==> config.mk <==
export PLATFORM = sky130hd
export DESIGN_NAME = riscv_alu_mul_seq_flat
export DESIGN_NICKNAME = d
export VERILOG_FILES = /design/src/rtl/riscv_alu_mul_seq_if.sv /design/src/rtl/riscv_alu_mul_seq.sv /design/src/flat_wrapper.sv
export SDC_FILE = /design/constraint.sdc
export NUM_CORES = 1
export LEC_CHECK = 0
export ABC_AREA = 1
export CAP_MARGIN = 20
export CORE_MARGIN = 5
export CORE_UTILIZATION = 43
export DETAILED_ROUTE_END_ITERATION = 7
export PLACE_DENSITY = 0.8
export SLEW_MARGIN = 20
export SYNTH_ARGS = -nofsm -noshare
export SYNTH_HDL_FRONTEND = slang
export SYNTH_SLANG_ARGS = --single-unit
export TNS_END_PERCENT = 1
==> constraint.sdc <==
create_clock -name clk -period 1.8 [get_ports clk]
set_clock_uncertainty 0.05 [all_clocks]
set_input_delay 0.36 -clock clk [delete_from_list [all_inputs] [get_ports clk]]
set_output_delay 0.36 -clock clk [all_outputs]
set_load 0.005 [all_outputs]
==> src/rtl/riscv_alu_mul_seq_if.sv <==
// Bus between the sequential multiplier and its surroundings: the requester handshake
// plus the shared-ALU operand/result path. The "master" side is the requester together with the ALU.
interface riscv_alu_mul_seq_if;
    logic        start;
    logic        abort;
    logic [31:0] op_a;
    logic [31:0] op_b;
    logic        busy;
    logic        done;
    logic [31:0] product;
    logic [31:0] SrcA;
    logic [31:0] SrcB;
    logic [2:0]  ALUControl;
    logic [31:0] ALUResult;
    logic        Zero_flag;
    logic [2:0]  state_dbg;

    modport slave (
        input  start, abort, op_a, op_b, ALUResult, Zero_flag,
        output busy, done, product, SrcA, SrcB, ALUControl, state_dbg
    );

    modport master (
        output start, abort, op_a, op_b, ALUResult, Zero_flag,
        input  busy, done, product, SrcA, SrcB, ALUControl, state_dbg
    );
endinterface

==> src/rtl/riscv_alu_mul_seq.sv <==
// Shift-and-add 32x32 -> low-32 unsigned multiplier that borrows a shared external ALU
// for every add and shift; one ALU operation per cycle.
module riscv_alu_mul_seq (
    input  logic                       clk,
    input  logic                       rst_n,
    riscv_alu_mul_seq_if.slave         bus
);
    // Handshake: start is accepted only in IDLE with abort low; busy is high outside IDLE;
    // done is a one-cycle pulse in DONE with product already valid; abort wins over everything.
    typedef enum logic [2:0] {
        S_IDLE = 3'd0,
        S_ADD  = 3'd1,
        S_SHL  = 3'd2,
        S_SHR  = 3'd3,
        S_DONE = 3'd4
    } state_e;

    localparam logic [2:0] ALU_ADD = 3'b000;
    localparam logic [2:0] ALU_SHL = 3'b001;
    localparam logic [2:0] ALU_SHR = 3'b101;

    state_e      state, next_state;
    logic [31:0] a_q, b_q, acc_q, product_q;
    logic [4:0]  iter_q;
    logic [31:0] alu_a, alu_b;
    logic [2:0]  alu_ctl;
    logic        accept;

    assign accept = (state == S_IDLE) && bus.start && !bus.abort;

    always_ff @(posedge clk or negedge rst_n) begin
        if (!rst_n) state <= S_IDLE;
        else        state <= next_state;
    end

    always_comb begin
        next_state = state;
        alu_a      = '0;
        alu_b      = '0;
        alu_ctl    = ALU_ADD;
        case (state)
            S_IDLE: begin
                if (accept) begin
                    if (bus.op_b == 32'd0) next_state = S_DONE;
                    else if (bus.op_b[0])  next_state = S_ADD;
                    else                   next_state = S_SHL;
                end
            end
            S_ADD: begin
                alu_a      = acc_q;
                alu_b      = a_q;
                next_state = S_SHL;
            end
            S_SHL: begin
                alu_ctl    = ALU_SHL;
                alu_a      = a_q;
                alu_b      = 32'd1;
                next_state = S_SHR;
            end
            S_SHR: begin
                alu_ctl = ALU_SHR;
                alu_a   = b_q;
                alu_b   = 32'd1;
                // Remaining multiplier bits gone (or all 32 consumed): nothing left to add.
                if (bus.Zero_flag || iter_q == 5'd31) next_state = S_DONE;
                else if (bus.ALUResult[0])            next_state = S_ADD;
                else                                  next_state = S_SHL;
            end
            S_DONE:  next_state = S_IDLE;
            default: next_state = S_IDLE;
        endcase
        if (bus.abort) next_state = S_IDLE;
    end

    always_ff @(posedge clk or negedge rst_n) begin
        if (!rst_n) begin
            a_q       <= '0;
            b_q       <= '0;
            acc_q     <= '0;
            iter_q    <= '0;
            product_q <= '0;
        end else begin
            case (state)
                S_IDLE: begin
                    if (accept) begin
                        a_q    <= bus.op_a;
                        b_q    <= bus.op_b;
                        acc_q  <= '0;
                        iter_q <= '0;
                    end
                end
                S_ADD: acc_q <= bus.ALUResult;
                S_SHL: a_q   <= bus.ALUResult;
                S_SHR: begin
                    b_q    <= bus.ALUResult;
                    iter_q <= iter_q + 5'd1;
                end
                default: ;
            endcase
            // Only the final accumulator is published; a zero multiplier goes straight from IDLE.
            if (next_state == S_DONE && state != S_DONE)
                product_q <= (state == S_IDLE) ? 32'd0 : acc_q;
        end
    end

    assign bus.busy       = (state != S_IDLE);
    assign bus.done       = (state == S_DONE);
    assign bus.product    = product_q;
    assign bus.SrcA       = alu_a;
    assign bus.SrcB       = alu_b;
    assign bus.ALUControl = alu_ctl;
    assign bus.state_dbg  = state;
endmodule

==> src/flat_wrapper.sv <==
// flat-port wrapper written by rule: the top's interface ports become plain ports
module riscv_alu_mul_seq_flat 
  (clk, rst_n, bus_start, bus_abort, bus_op_a, bus_op_b, bus_ALUResult, bus_Zero_flag, bus_busy, bus_done, bus_product, bus_SrcA, bus_SrcB, bus_ALUControl, bus_state_dbg);
  riscv_alu_mul_seq_if bus_i ();
  input  logic clk;
  input  logic rst_n;
  input wire logic [$bits(bus_i.start)-1:0] bus_start;
  input wire logic [$bits(bus_i.abort)-1:0] bus_abort;
  input wire logic [$bits(bus_i.op_a)-1:0] bus_op_a;
  input wire logic [$bits(bus_i.op_b)-1:0] bus_op_b;
  input wire logic [$bits(bus_i.ALUResult)-1:0] bus_ALUResult;
  input wire logic [$bits(bus_i.Zero_flag)-1:0] bus_Zero_flag;
  output wire logic [$bits(bus_i.busy)-1:0] bus_busy;
  output wire logic [$bits(bus_i.done)-1:0] bus_done;
  output wire logic [$bits(bus_i.product)-1:0] bus_product;
  output wire logic [$bits(bus_i.SrcA)-1:0] bus_SrcA;
  output wire logic [$bits(bus_i.SrcB)-1:0] bus_SrcB;
  output wire logic [$bits(bus_i.ALUControl)-1:0] bus_ALUControl;
  output wire logic [$bits(bus_i.state_dbg)-1:0] bus_state_dbg;
  assign bus_i.start = bus_start;
  assign bus_i.abort = bus_abort;
  assign bus_i.op_a = bus_op_a;
  assign bus_i.op_b = bus_op_b;
  assign bus_i.ALUResult = bus_ALUResult;
  assign bus_i.Zero_flag = bus_Zero_flag;
  assign bus_busy = bus_i.busy;
  assign bus_done = bus_i.done;
  assign bus_product = bus_i.product;
  assign bus_SrcA = bus_i.SrcA;
  assign bus_SrcB = bus_i.SrcB;
  assign bus_ALUControl = bus_i.ALUControl;
  assign bus_state_dbg = bus_i.state_dbg;
  riscv_alu_mul_seq u_core (.clk(clk), .rst_n(rst_n), .bus(bus_i));
endmodule
==> results of run 1 <==
==> synthesized netlist by cell type (2+ instances only) <==
cell type and instances:
a211oi_1 18, a211oi_2 11, a21oi_1 3, a22o_1 2, buf_1 3, buf_2 20, buf_4 7, clkbuf_1 33
dfrtp_1 136, ha_1 2, inv_1 105, inv_2 6, nand2_1 150, nand3_1 33, nand4_1 32, nor2_1 90
nor3_1 32, o211ai_1 35, o21ai_0 58, o21ai_1 10, o221ai_1 31, o22ai_1 2
==> path summary, 6_finish.rpt <==
| check | startpoint | endpoint | slack [ns] | cells after the start |
|---|---|---|---|---|
| max | u_core.bus.state_dbg[0] | bus_SrcA[22] | -0.47 | 8 |
| min | rst_n | u_core.b_q[7] | 0.38 | 2 |
| max reg2reg | u_core.bus.state_dbg[2] | u_core.a_q[29] | -0.12 | 9 |
| min reg2reg | u_core.bus.product[12] | u_core.bus.product[12] | 0.42 | 2 |
| max in group asynchronous | rst_n | u_core.bus.state_dbg[1] | 0.74 | 3 |
| min in group clk | u_core.bus.product[12] | u_core.bus.product[12] | 0.42 | 2 |
==> final cells by class <==
type                            count  area, µm²  area share
Inverter                          112        438      0.0412
Multi-Input combinational cell    518       3090       0.290
Tap cell                          216        270      0.0254
Sequential cell                   136       3410       0.320
Clock buffer                       19        433      0.0407
Timing Repair Buffer              300       2800       0.263
Clock inverter                     13        203      0.0191
==> where the power goes <==
part           internal (µW)  switching [µW]  total (µW)
Combinational           1380            1770        3150
Clock                   2450            1340        3790
Sequential              3770             419        4180
Total                   7590            3530       11100
==> registers in the layout (all words and copies together), names as in the netlist <==
signal and count:
u_core.iter_q 5, u_core.a_q 32, u_core.bus.product 32, u_core.bus.state_dbg 3, u_core.acc_q 32, u_core.b_q 32
==> metrics by stage <==
step                      setup slack, ns   util  hold slack, ns  total power [µW]  instance area, µm²
after floorplan                   -0.0110      -          0.0144              5570                6870
after global placement             -0.328  0.612           0.255              6970                9610
after detailed placement           -0.377  0.612           0.262              7080                9610
after CTS                          -0.426  0.667           0.386             11000               10500
after global routing               -0.527  0.677           0.420             11700               10600
final                              -0.475  0.677           0.379             11100               10600
==> metal layers <==
layer	vias to the layer above	global-route usage
met4	2	0.0929
met5	-	0
li1	3315	-
met2	337	0.453
met1	3476	0.337
met3	49	0.0725
==> logic make-up (layout without fill, tap and decap cells) <==
family | after synthesis | in the layout
flip-flops | 136 | 136
AND/OR/NAND/NOR | 342 | 342
other | 1 | 1
XOR/XNOR | 1 | 1
adder cells (fa/ha/maj) | 2 | 2
buffers and inverters | 175 | 444
AO/OA/AOI/OAI | 172 | 172
==> what timing repair did <==
item,in CTS,in global routing
buffers inserted,11,1
hold endpoints to repair,36,0
hold buffers,1,0
pin swaps,8,2
setup endpoints to repair,171,172
cloned,4,0
resized for setup,353,53
==> flow_summary.yaml, run 1 <==
layout:
  final_nets: 1188
  final_cell_mix: "134 x dfrtp_1, 130 x clkdlybuf4s50_1, 124 x nand2_1, 103 x inv_1, 68 x buf_4"
  layout_commonest_cell: "dfrtp_1"
  area_delta_synth_final_pct: 55.6
  fill_cells: 1220
  antennaDiodeCount: 0
  drive_gt1_frac: 0.273
  instances_no_fill: 1314
floorplanning:
  fp.dieArea_um2: 18500
  io_pins: 205
  die_h_um: 136
  initial_core_util: 0.435
  die_w_um: 136
  rows: 46
  core_area_um2: 15700
routing:
  met1_length_um: 10200
  remaining_drc_errors: 0
  wirelength_um: 25000
  first_pass_iters: 7
  topRoutingLayerUsed: "met5"
  wl_met2_um: 12200
  vias: 7179
  post_drt_via_cell_ratio: 5.46
  met3WireLength_um: 2050
  first_iter_violations: 499
  postRouteAntennaNets: 0
  wl_per_cell_um: 19.1
synth:
  synth_top_cell_by_area: "dfrtp_1"
  synth_fa_ha_area_frac: 0.00366
  synth_xor_area_frac: 0.00128
  synthCells: 829
  syn-num-nets: 932
  syn-mean-instance-area_um2: 8.25
  synth_ff_type: "dfrtp_1"
  synthMuxAreaShare: 0
  yosys_register_bits: 136
  ys_types: 32
  synth_area_leaders: "dfrtp_1 50%, nand2_1 8.2%, inv_1 5.8%, nor2_1 4.9%, o21ai_0 4.2%"
  yosys_warnings: 0
  syn_area_um2: 6840
  synth_top_area_share: 0.498
  synth_top_family_by_area: "simple AND/OR/NAND/NOR gates"
  ys_seq_area_frac: 0.498
  synth_compound_area_frac: 0.176
  ys_async_sr_fraction: 1.00
  synthSimpleGateAreaFrac: 0.217
  synth_edf_count: 0
sta:
  timing_hold_violations_final: 0
  setup-tns-final_ns: -29.19
  finalCritPeriodShare: 1.26
  max_freq_ghz: 0.440
  worst_slack_ns: -0.475
  fin_crit_ns: 2.27
  rsz0062_at_grt: "true"
  drv_slew: 0
  setup_violations: 126
power:
  peakVddDrop_mv: 0.753
  leakage_uw: 0.00505
  p_per_area_nw_per_um2: 1050
outcome:
  outcome: "finished, violations left"
  violations: "negative setup slack"
global_route:
  grt_max_degree: 64
  grt_pass1_vias: 7199
  antenna_found_initial: 1
  grt_pass1_wl_um: 38600
  track_usage: 0.270
  grt_remaining_overflow: 0
clocking:
  htreeDepth: 4
  cts.clk_slew.worst_paths_ns: 0.06
  cts_made_buffers: 17
  cts-root-buf: "clkbuf_16"
  clock_latency_ns: 0.43
  cts_buffer_depth: 2
  cts_tree: "yes"
  clkSinkCount: 136
setup_path:
  path_class: "register to output port"
  cp.arrival_ns: 1.86
  required_ns: 1.39
  cp-start-kind: "register"
  crit_fanout: 8
  cp_num_buf_inv: 5
  cp_cell_sequence: "inv_2, nor3_4, buf_6, buf_8, buf_12, nand2_4, o221ai_1, buf_2"
  end_kind: "output port"
  path_delay_family: "buffers and inverters"
  cp_slowest_cell: "dfrtp_1"
  max_stage_delay_ns: 0.37
min_path:
  hold_class: "primary input to asynchronous set/reset pin"
placed_design:
  routabilityCongestion: 0.840
  port_buffers: 203
  place_inst: 1266
  hpwl_um: 16500
flow_run:
  drv_cap: 0
(Power assumes the default switching activity.)
==> run 2, diff against run 1 <==
Settings changed: CORE_MARGIN 5 to 8, HOLD_SLACK_MARGIN set to 0.03.
==> run 2 against run 1 <==
The flow still finishes with violations (negative setup slack). Final cell count shrank 0.61%. Register-to-register slack improved by 0.09 ns. Hold slack worse by 0.0099 ns. Sequential power is essentially flat.
==> flow_summary.yaml, run 2 (synthesis results as in run 1) <==
outcome:
  outcome: "finished, violations left"
  violations: "negative setup slack"
floorplanning:
  die_h_um: 142
  fp.dieArea_um2: 20200
  core_area_um2: 15700
  die_w_um: 142
  io_pins: 205
  rows: 46
  initial_core_util: 0.435
global_route:
  grt_pass1_wl_um: 40200
  antenna_found_initial: 1
  grt_pass1_vias: 7200
  grt_max_degree: 42
  track_usage: 0.256
  grt_remaining_overflow: 0
sta:
  setup-tns-final_ns: -22.63
  rsz0062_at_grt: "true"
  drv_slew: 0
  setup_violations: 75
  max_freq_ghz: 0.448
  timing_hold_violations_final: 0
  finalCritPeriodShare: 1.24
  fin_hold_ws_ns: 0.369
  fin_crit_ns: 2.23
  worst_slack_ns: -0.432
setup_path:
  end_kind: "output port"
  cp_common_cell: "buf_6"
  path_class: "register to output port"
  crit_fanout: 7
  cp-start-kind: "register"
  cp_slowest_cell: "dfrtp_1"
  max_stage_delay_ns: 0.38
  required_ns: 1.39
  cp.arrival_ns: 1.82
  cp_cell_sequence: "inv_2, nor3_4, buf_6, buf_6, buf_12, nand2_4, o221ai_2, buf_2"
power:
  finalPower_uw: 11200
  leakage_uw: 0.00502
  peakVddDrop_mv: 0.728
  p_per_area_nw_per_um2: 1060
routing:
  first_iter_violations: 451
  postRouteAntennaNets: 0
  first_pass_iters: 5
  remaining_drc_errors: 0
  post_drt_via_cell_ratio: 5.45
  vias: 7124
  wl_per_cell_um: 19.8
  wirelength_um: 25900
layout:
  fill_cells: 1239
  design_area_um2: 10600
  final_nets: 1180
  final_cell_mix: "134 x dfrtp_1, 132 x nand2_1, 132 x clkdlybuf4s50_1, 103 x inv_1, 63 x buf_2"
  multi_input_area_um2: 3130
  antennaDiodeCount: 0
  area_delta_synth_final_pct: 54.7
  drive_gt1_frac: 0.276
  regArea_um2: 3410
  layout_commonest_cell: "dfrtp_1"
placed_design:
  hpwl_um: 17200
  dpl-instance-area_um2: 9620
  routabilityCongestion: 0.853
  pre_cts_slack_ns: -0.515
  port_buffers: 203
flow_run:
  drv_cap: 0
clocking:
  cts_tree: "yes"
  clkSinkCount: 136
  clock_latency_ns: 0.42
  cts.clk_slew.worst_paths_ns: 0.06
  cts-root-buf: "clkbuf_16"
  htreeDepth: 4
  cts_buffer_depth: 2
  cts_made_buffers: 17
min_path:
  hold_class: "primary input to asynchronous set/reset pin"
[run 2: cell count changes in the layout (fill, tap and decap cells not counted), sizes merged]
cell,previous run,this run
clkdlybuf4s50,130,132
clkdlybuf4s15,9,1
clkbuf,20,23
dlymetal6s2s,1,0
bufbuf,1,0
clkinvlp,5,4
buf,156,154
dlygate4sd2,1,2
bufinv,5,4
[run 2: through the flow]
step	instances	utilization
floorplan	829	-
global placement	1261	0.613
detailed placement	1261	0.613
CTS	1306	0.660
global route	1306	0.673
finish	1306	0.673
[run 2: what timing repair did]
action / 4_1_cts / 5_1_grt
resized for setup: 336 / 69
hold endpoints to repair: 37 / 0
buffers inserted: 9 / 2
endpoints found under the setup margin: 166 / 171
pin swaps: 4 / 7
hold buffers: 1 / 0
gates cloned: 3 / 0
[run 2: worst paths after layout]
kind / from / endpoint / slack (ns) / depth (start not counted)
worst min register to register: u_core.bus.product[28] / u_core.bus.product[28] / 0.42 / 2
worst max-delay path: u_core.bus.state_dbg[0] / bus_SrcA[28] / -0.43 / 8
worst min-delay path: rst_n / u_core.b_q[8] / 0.37 / 2
max in group asynchronous: rst_n / u_core.bus.product[22] / 0.76 / 3
worst max register to register: u_core.bus.state_dbg[2] / u_core.bus.product[27] / -0.03 / 12
min in group clk: u_core.bus.product[28] / u_core.bus.product[28] / 0.42 / 2
[run 2: power breakdown]
part	leakage [µW]	internal, µW	switching [µW]
clock network	0.000307	2460	1330
logic	0.00299	1380	1820
registers	0.00173	3760	416
[run 2: metal layers]
metal / track usage / up-vias / part of all wire / wire, µm
li1: - / 3295 / - / -
met1: 0.334 / 3463 / 0.42 / 10900
met2: 0.404 / 317 / 0.48 / 12400
met3: 0.0668 / 47 / 0.076 / 1970
met4: 0.0888 / 2 / 0.022 / 577
met5: 0 / - / 0.00035 / 9
[run 2: layout make-up]
cell class / instances / area share
clock inverter: 11 / 0.0160
inverter: 112 / 0.0409
sequential: 136 / 0.322
tap: 216 / 0.0255
timing repair buffer: 292 / 0.254
clock buffer: 21 / 0.0454
multi-input combinational: 518 / 0.296
[run 2: worst max-delay path, delay by kind of cell, from the launching register on]
kind            cells  cell delay (ns)
buf+inv             5             0.66
flops               1             0.38
compound gates      1             0.06
simple gates        2             0.31
